===== config.mk =====
export PLATFORM = sky130hd
export DESIGN_NAME = codec_cfg_sequencer
export DESIGN_NICKNAME = d
export VERILOG_FILES = /design/src/rtl/codec_cfg_pkg.sv /design/src/rtl/codec_cfg_rom.sv /design/src/rtl/codec_cfg_sequencer.sv
export SDC_FILE = /design/constraint.sdc
export NUM_CORES = 1
export LEC_CHECK = 0
export BUFFER_PORTS_ARGS = -buffer_cell sky130_fd_sc_hd__buf_2
export CAP_MARGIN = 20
export CORE_MARGIN = 2
export CORE_UTILIZATION = 30
export CTS_CLUSTER_DIAMETER = 150
export DETAILED_ROUTE_END_ITERATION = 10
export GPL_ROUTABILITY_DRIVEN = 0
export HOLD_SLACK_MARGIN = 0.12
export PLACE_DENSITY_LB_ADDON = 0.08
export SLEW_MARGIN = 15
export SYNTH_ARGS = -nofsm -noshare
export SYNTH_HDL_FRONTEND = slang
export SYNTH_HIERARCHICAL = 1
export SYNTH_SLANG_ARGS = --single-unit

===== constraint.sdc =====
create_clock -name clk -period 11.19 [get_ports clk]
set_input_delay 2.238 -clock clk [delete_from_list [all_inputs] [get_ports clk]]
set_output_delay 2.238 -clock clk [all_outputs]
set_load 0.05 [all_outputs]

===== src/rtl/codec_cfg_pkg.sv =====
// Shared definitions for the audio-codec configuration sequencer.
//   state_t        - sequencer FSM states
//   CODEC_ADDR     - 7-bit I2C address of the codec (the master inserts it)
//   NUM_WORDS_DEF  - number of live entries in INIT_TABLE
//   INIT_TABLE     - register words {7-bit reg, 9-bit value}; unused = 16'hFFFF
package codec_cfg_pkg;

  localparam logic [6:0] CODEC_ADDR = 7'h34;

  localparam int unsigned NUM_WORDS_DEF = 11;

  typedef enum logic [2:0] {
    ST_IDLE,
    ST_LOAD,
    ST_GAP,
    ST_TRIG,
    ST_WAIT_DONE,
    ST_CHECK,
    ST_DONE,
    ST_FAIL
  } state_t;

  // Word 0 resets the codec, word 10 activates the digital interface.
  localparam logic [15:0] INIT_TABLE [16] = '{
    16'h1E00, 16'h0017, 16'h0217, 16'h0479,
    16'h0679, 16'h0812, 16'h0A00, 16'h0C00,
    16'h0E02, 16'h1000, 16'h1201, 16'hFFFF,
    16'hFFFF, 16'hFFFF, 16'hFFFF, 16'hFFFF
  };

endpackage


===== src/rtl/codec_cfg_rom.sv =====
// Combinational lookup of the codec init table.
//   idx  in  4   table index
//   word out 16  register word at idx
module codec_cfg_rom
  import codec_cfg_pkg::*;
(
  input  logic [3:0]  idx,
  output logic [15:0] word
);

  always_comb word = INIT_TABLE[idx];

endmodule


===== src/rtl/codec_cfg_sequencer.sv =====
// Walks the codec init table and hands each word to the 16-bit I2C master
// through its trig/txdone/ackOK handshake, retrying NACKed or stalled words.
//   clk      in   system clock
//   rst      in   synchronous active-high reset
//   start    in   pulse; runs the table from word 0 (ignored while busy or txdone=0)
//   txdone   in   master idle flag
//   ackOK    in   master's final ACK result, valid once txdone has risen
//   cfg_data out  word presented to the master's d15..d0
//   trig     out  transfer request
//   busy     out  sequence in progress
//   done     out  sticky, all words ACKed
//   err      out  sticky, a word exhausted its retries
//   err_idx  out  failing word index, valid when err=1
module codec_cfg_sequencer
  import codec_cfg_pkg::*;
#(
  parameter int unsigned NUM_WORDS = NUM_WORDS_DEF,
  parameter int unsigned MAX_RETRY = 3,
  parameter int unsigned GAP_CYC   = 4096,
  parameter int unsigned START_TO  = 16384,
  parameter int unsigned DONE_TO   = 131072
) (
  input  logic        clk,
  input  logic        rst,
  input  logic        start,
  input  logic        txdone,
  input  logic        ackOK,
  output logic [15:0] cfg_data,
  output logic        trig,
  output logic        busy,
  output logic        done,
  output logic        err,
  output logic [3:0]  err_idx
);

  // Limits compared against count+1 in 18 bits so that a 17-bit counter can
  // still reach a limit of 2^17 (DONE_TO default).
  localparam logic [17:0] GAP_L    = 18'(GAP_CYC);
  localparam logic [17:0] START_L  = 18'(START_TO);
  localparam logic [17:0] DONE_L   = 18'(DONE_TO);
  localparam logic [3:0]  RETRY_L  = 4'(MAX_RETRY);
  localparam logic [3:0]  LAST_IDX = 4'(NUM_WORDS - 1);

  state_t      state, state_nx;
  logic [3:0]  idx;
  logic [3:0]  retry;
  logic [16:0] cnt;
  logic [17:0] cnt_p1;
  logic [15:0] rom_word;
  logic        attempt_fail;
  logic        can_retry;

  codec_cfg_rom u_rom (
    .idx  (idx),
    .word (rom_word)
  );

  assign cnt_p1    = {1'b0, cnt} + 18'd1;
  assign can_retry = (retry < RETRY_L);

  always_comb begin
    state_nx     = state;
    attempt_fail = 1'b0;
    case (state)
      ST_IDLE:      if (start && txdone) state_nx = ST_LOAD;
      ST_LOAD:      state_nx = ST_GAP;
      ST_GAP:       if (cnt_p1 == GAP_L) state_nx = ST_TRIG;
      ST_TRIG: begin
        if (!txdone)                 state_nx = ST_WAIT_DONE;
        else if (cnt_p1 == START_L)  attempt_fail = 1'b1;
      end
      ST_WAIT_DONE: begin
        if (txdone)                  state_nx = ST_CHECK;
        else if (cnt_p1 == DONE_L)   attempt_fail = 1'b1;
      end
      ST_CHECK: begin
        if (ackOK) state_nx = (idx == LAST_IDX) ? ST_DONE : ST_LOAD;
        else       attempt_fail = 1'b1;
      end
      ST_DONE, ST_FAIL: state_nx = ST_IDLE;
      default:          state_nx = ST_IDLE;
    endcase
    // A retry goes straight back to GAP so cfg_data is not reloaded.
    if (attempt_fail) state_nx = can_retry ? ST_GAP : ST_FAIL;
  end

  always_ff @(posedge clk) begin
    if (rst) begin
      state    <= ST_IDLE;
      idx      <= '0;
      retry    <= '0;
      cnt      <= '0;
      cfg_data <= '0;
      trig     <= 1'b0;
      busy     <= 1'b0;
      done     <= 1'b0;
      err      <= 1'b0;
      err_idx  <= '0;
    end else begin
      state <= state_nx;
      cnt   <= (state_nx != state) ? '0 : cnt + 17'd1;
      // Outputs are decoded from the next state so they line up with it.
      trig  <= (state_nx == ST_TRIG);
      busy  <= (state_nx != ST_IDLE);

      if (state == ST_IDLE && state_nx == ST_LOAD) begin
        idx     <= '0;
        retry   <= '0;
        done    <= 1'b0;
        err     <= 1'b0;
        err_idx <= '0;
      end
      if (state == ST_LOAD) cfg_data <= rom_word;
      if (state == ST_CHECK && state_nx == ST_LOAD) begin
        idx   <= idx + 4'd1;
        retry <= '0;
      end
      if (attempt_fail && can_retry) retry <= retry + 4'd1;
      if (state_nx == ST_FAIL) begin
        err     <= 1'b1;
        err_idx <= idx;
      end
      if (state_nx == ST_DONE) done <= 1'b1;
    end
  end

endmodule


Word level (Yosys, flattened, before mapping)
Memories as Yosys holds them, arrays and structs flattened. A register that Yosys moved wholly into a read port is not among the register bits.
Index checks and enable logic that the tools add are counted.
{"block": "word_totals", "regBits": 36, "mem_bits_ro": 256, "input_bits": 5, "out_inout_bits": 24, "wordCells": 67, "mem_count": 1}
{"block": "op_classes", "n_addsub": 4, "n_lt_le_gt_ge": 1, "n_eq_ne": 16, "n_mux": 23, "bitwise_logic": 1, "reduce_logical": 12}
{"memory": "(no name shown)", "words": 16, "width": 16, "rd": 1, "rd_clocked_by_memory_dff": 1, "wr": 0, "line_no": "codec_cfg_rom.sv:11", "source": "always_comb word = INIT_TABLE[idx];"}
{"operator": "two-way mux 3 bit", "count": 8}
{"operator": "one-hot mux 3 bit (7 select lines)", "count": 1}
{"operator": "two-way mux 4 bit", "count": 5}
{"operator": "adder 17 x 1 -> 18 bit, second input constant", "count": 1}
{"operator": "equality test 18 x 13 -> 1 bit, second input constant", "count": 1}
{"operator": "equality test 18 x 15 -> 1 bit, second input constant", "count": 1}
{"operator": "equality test 18 bit, second input constant", "count": 1}
{"operator": "equality test 3 bit, second input constant", "count": 6}
{"operator": "adder 17 x 1 -> 17 bit, second input constant", "count": 1}
{"operator": "equality test 3 x 2 -> 1 bit, second input constant", "count": 3}
{"operator": "adder 4 x 1 -> 4 bit, second input constant", "count": 2}
{"operator": "two-way mux 1 bit", "count": 8}
{"operator": "equality test 3 x 1 -> 1 bit, second input constant", "count": 2}
{"operator": "nonzero test 2 bit", "count": 3}
{"operator": "nonzero test 3 bit", "count": 2}
{"operator": "NOT 4 -> 5 bit", "count": 1}
{"operator": "equality test 4 bit, second input constant", "count": 1}
{"operator": "logical AND 1 bit", "count": 4}
{"operator": "less-than comparator 4 x 2 -> 1 bit, second input constant", "count": 1}
{"operator": "OR reduction 2 bit", "count": 2}
{"operator": "zero test 3 bit", "count": 1}
{"operator": "!= test 3 bit", "count": 1}
{"operator": "one-hot mux 1 bit (3 select lines)", "count": 1}

Depth between registers and ports, before layout
{"block": "logic_depth", "word_depth": 11, "mapped_depth": 12, "depth_no_buf": 10}

By module
Netlist, hierarchy kept.
{"module": "codec_cfg_sequencer", "instances": 1, "cells_per_inst": 306, "area_each_um2": 2571.2, "seq_area_each_um2": 1041.0}
{"module": "codec_cfg_rom", "instances": 1, "cells_per_inst": 42, "area_each_um2": 322.8, "seq_area_each_um2": 0.0}

Least setup slack after synthesis
No wires, ideal clock.
{"block": "synth_path", "path_kind": "input-to-reg", "start": "in txdone", "end": "reg cnt[10]", "arrival_time_ns": 4.494, "t_required_ns": 11.050, "path_slack_ns": 6.556, "path_stages": 9, "path_cell_list": "nand4b_1 a21o_1 mux2_4 or4_4 a21oi_4 or2_1 xnor2_1 clkbuf_1 nor3_1"}
{"block": "synth_via", "elab_chain_cells": 6}
{"element": "start: declaration", "line_no": "codec_cfg_sequencer.sv:26", "source": "input logic txdone,"}
{"element": "logical AND 1 bit", "line_no": "codec_cfg_sequencer.sv:65", "source": "ST_IDLE: if (start && txdone) state_nx = ST_LOAD;"}
{"element": "two-way mux 3 bit", "line_no": "codec_cfg_sequencer.sv:65"}
{"element": "one-hot mux 3 bit (7 select lines)", "line_no": "codec_cfg_sequencer.sv:64", "source": "case (state)"}
{"element": "two-way mux 3 bit (*)", "line_no": "codec_cfg_sequencer.sv:84", "source": "if (attempt_fail) state_nx = can_retry ? ST_GAP : ST_FAIL;"}
{"element": "!= test 3 bit (*)", "line_no": "codec_cfg_sequencer.sv:101", "source": "cnt <= (state_nx != state) ? '0 : cnt + 17'd1;"}
{"element": "OR reduction 2 bit (no line) (*)"}
{"element": "end signal: assignment", "line_no": "codec_cfg_sequencer.sv:101"}
{"element": "end: declaration", "line_no": "codec_cfg_sequencer.sv:47", "source": "logic [16:0] cnt;"}
Every way passes the cells marked *; elsewhere a longest branch is shown, timed or not.
A chain may end at the register's enable or synchronous reset.

Final worst setup path
{"block": "layout_path", "start": "in txdone", "end": "reg cnt[12]"}
The elaborated chain is that of the path after synthesis.

==> results.sh <==
export IMPL_outcome="finished clean"
export IMPL_critPathCaptureType="register"
export IMPL_synth_nets=364
export IMPL_power_density_nw_per_um2=107
export IMPL_fin_skew_ps=9.54
export IMPL_clk_pin_slew_ps=110
export IMPL_regArea_um2=1040
export IMPL_dr_pass1_iters=4
export IMPL_drive_gt1_share_pct=17.2
export IMPL_finalHoldViolations=0
export IMPL_ys_seq_area_share_pct=36.0
export IMPL_cp_top_family="simple AND/OR/NAND/NOR gates"
export IMPL_yosysTopAreaCellShare_pct=36.0
export IMPL_setup_tns_final_ps=0
export IMPL_max_slew_margin_pct=47.5
export IMPL_via_per_inst=4.83
export IMPL_grt_use_total_pct=13.3
export IMPL_start_util_pct=31.2
export IMPL_ios=29
export IMPL_ant_nets=0
export IMPL_htreeDepth=2
export IMPL_cp_common_cell="nor3b_1"
export IMPL_core_um2=9280
export IMPL_area_growth_pct=9.21
export IMPL_ys_ff_latch=52
export IMPL_synthTopCellsByArea="dfxtp_1 36%, nand2_1 6.6%, ha_1 4.8%"
export IMPL_wl_per_cell_um=13.2
export IMPL_worst_setup_path_start_kind="primary input"
export IMPL_cts_root_buf="clkbuf_8"
export IMPL_hold_slack_ps=458
export IMPL_rsz0062_at_grt="no"
export IMPL_crit_fanout=17
export IMPL_ctsHoldBuffers=0
export IMPL_cts_tree="yes"
export IMPL_cts_resized=0
export IMPL_critPathSlowestCell="or4_1"
export IMPL_yosys_area_top_type="dfxtp_1"
export IMPL_overflow=0
export IMPL_avgSynthCellArea_um2=8.32
export IMPL_dieArea_um2=10400
export IMPL_crit_type="in2reg"
export IMPL_multiInputGateArea_um2=1670
export IMPL_synth_top_flop_cell="dfxtp_1"
export IMPL_clkLatencyLatePin_ps=310
export IMPL_fp_dieW_um=102
export IMPL_numCtsBuffers=5
export IMPL_rows=35
export IMPL_netlist_area_um2=2890
export IMPL_yosys_warnings=6
export IMPL_diodes=0
export IMPL_cp_num_buf_inv=1
export IMPL_ys_types=62
export IMPL_vias=2360
export IMPL_fin_crit_sh_pct=42.4
export IMPL_drt_iter0_drc=84
export IMPL_syn_inst=348
export IMPL_numClockSinks=52
export IMPL_crit_path_max_incr_delay_ps=900
export IMPL_fmax_mhz=211
export IMPL_grt_max_degree=37
export IMPL_finalCriticalPeriod_ps=4750
export IMPL_dp_hpwl_mm=4.54
export IMPL_maxCapViolCount=0
export IMPL_hold_class="reg2reg"
export IMPL_fin_area_um2=3160
export IMPL_netlist_top_cells_count="52 x dfxtp_1, 51 x nand2_1, 31 x nor2_1, 23 x a21oi_1, 15 x nor3_1"
export IMPL_synth_most_common_cell="dfxtp_1"
export IMPL_cts_setup_buffers=0
export IMPL_finalWirelength_mm=6.46
export IMPL_tightestPinTransition_ps=787
export IMPL_drcViolationCount=0
export IMPL_grt_pass1_wl_mm=11.1
export IMPL_irDropWorstVdd_mv=0.0547
export IMPL_path_cells="buf_2 > nand4b_1 > a21o_1 > mux2_4 > or4_4 > a21oi_4 > nor3b_1 > or4_1 > nor3b_1"
export IMPL_cts_max_path_buffers=2
export IMPL_synth_edf_count=0
export IMPL_grt_pass1_vias=2243
export IMPL_synth_async_sr_flop_share_pct=0
export IMPL_die_height_um=102
export IMPL_p_leak_nw=1.20
export IMPL_nets=375
export IMPL_critPathArrivalTime_ps=4970
export IMPL_portBuffers=28
export IMPL_setup_viol=0
export IMPL_nFillCells=1049
export IMPL_cp_data_required_time_ps=11420
export IMPL_slew_viol_final=0
export IMPL_antenna_found_initial=0
export IMPL_place_area_um2=3060
==> path summary, 6_finish.rpt <==
path	cells after the start	slack, ps	end	startpoint
worst max-delay path	9	6440	cnt[12]	txdone
worst min-delay path	2	460	cfg_data[15]	cfg_data[15]
worst max register to register	10	7160	cnt[12]	cnt[0]
worst min register to register	2	460	cfg_data[15]	cfg_data[15]
==> state kept, by name, indices dropped and copies added, names as in the netlist, 3 cells and up <==
| name | cells |
|---|---|
| cnt | 17 |
| cfg_data | 16 |
| err_idx | 4 |
| idx | 4 |
| retry | 4 |
| state | 3 |
==> layer usage <==
metal	routed length [um]	vias to the layer above	global-route usage (%)
li1	-	1213	-
met1	3310	1100	18.7
met2	2830	40	21.3
met3	235	7	2.33
met4	82	0	3.49
met5	0	-	0
==> cells by family (layout without fill, tap and decap cells) <==
| group | Yosys count | in the layout | synth area share (%) |
|---|---|---|---|
| AOI/OAI and AO/OA | 59 | 59 | 13.8 |
| and+or+nand+nor | 166 | 166 | 31.6 |
| DFF | 52 | 52 | 36.0 |
| buffers and inverters | 37 | 49 | 6.53 |
| adders and majority gates | 11 | 11 | 4.76 |
| xor gates and xnor gates | 18 | 18 | 5.45 |
| muxes | 5 | 5 | 1.95 |
==> power breakdown <==
group / leakage, nW / internal [mW] / switching (mW)
combinational: 0.735 / 0.00950 / 0.0248
clock: 0.0445 / 0.0446 / 0.0660
sequential: 0.420 / 0.188 / 0.00409
total: 1.20 / 0.242 / 0.0948
==> cell type report <==
type	instances	area share, %
Tap cell	129	5.11
Multi-Input combinational cell	259	52.9
Clock inverter	3	0.673
Sequential cell	52	32.9
Inverter	12	1.43
Clock buffer	5	2.18
Timing Repair Buffer	29	4.79
==> metrics by stage <==
stage | worst slack (ps) | power, mW | std cells | utilization, %
4_1_cts | 6420 | 0.343 | 488 | 33.9
2_1_floorplan | 6560 | 0.223 | 348 | -
3_3_place_gp | 6190 | 0.230 | 480 | 33.0
3_5_place_dp | 6120 | 0.230 | 480 | 33.0
5_1_grt | 6270 | 0.355 | 489 | 34.0
6_report | 6440 | 0.337 | 489 | 34.0
==> cells in the final DEF, fill, tap and decap left out, drive strengths merged, types with 2 or more instances in the layout <==
| master | n |
|---|---|
| a211oi | 2 |
| a21boi | 2 |
| a21o | 3 |
| a21oi | 24 |
| a311oi | 2 |
| a31oi | 5 |
| and2 | 4 |
| and2b | 2 |
| and3 | 6 |
| buf | 29 |
| clkbuf | 5 |
| dfxtp | 52 |
| ha | 11 |
| inv | 13 |
| mux2 | 2 |
| mux2i | 3 |
| nand2 | 51 |
| nand2b | 4 |
| nand3 | 10 |
| nand3b | 3 |
| nand4 | 5 |
| nand4b | 2 |
| nor2 | 31 |
| nor2b | 2 |
| nor3 | 23 |
| nor3b | 8 |
| nor4 | 4 |
| o21ai | 8 |
| o21ba | 2 |
| o31ai | 2 |
| or2 | 3 |
| or3 | 2 |
| or4 | 3 |
| xnor2 | 14 |
| xor2 | 4 |
==> worst min-delay path, cell delays in order (launching register included) <==
cell     delay (ps)
dfxtp_1         320
nand2_1          50
a21oi_1          50
No activity file was read; power rests on OpenSTA's default activity.
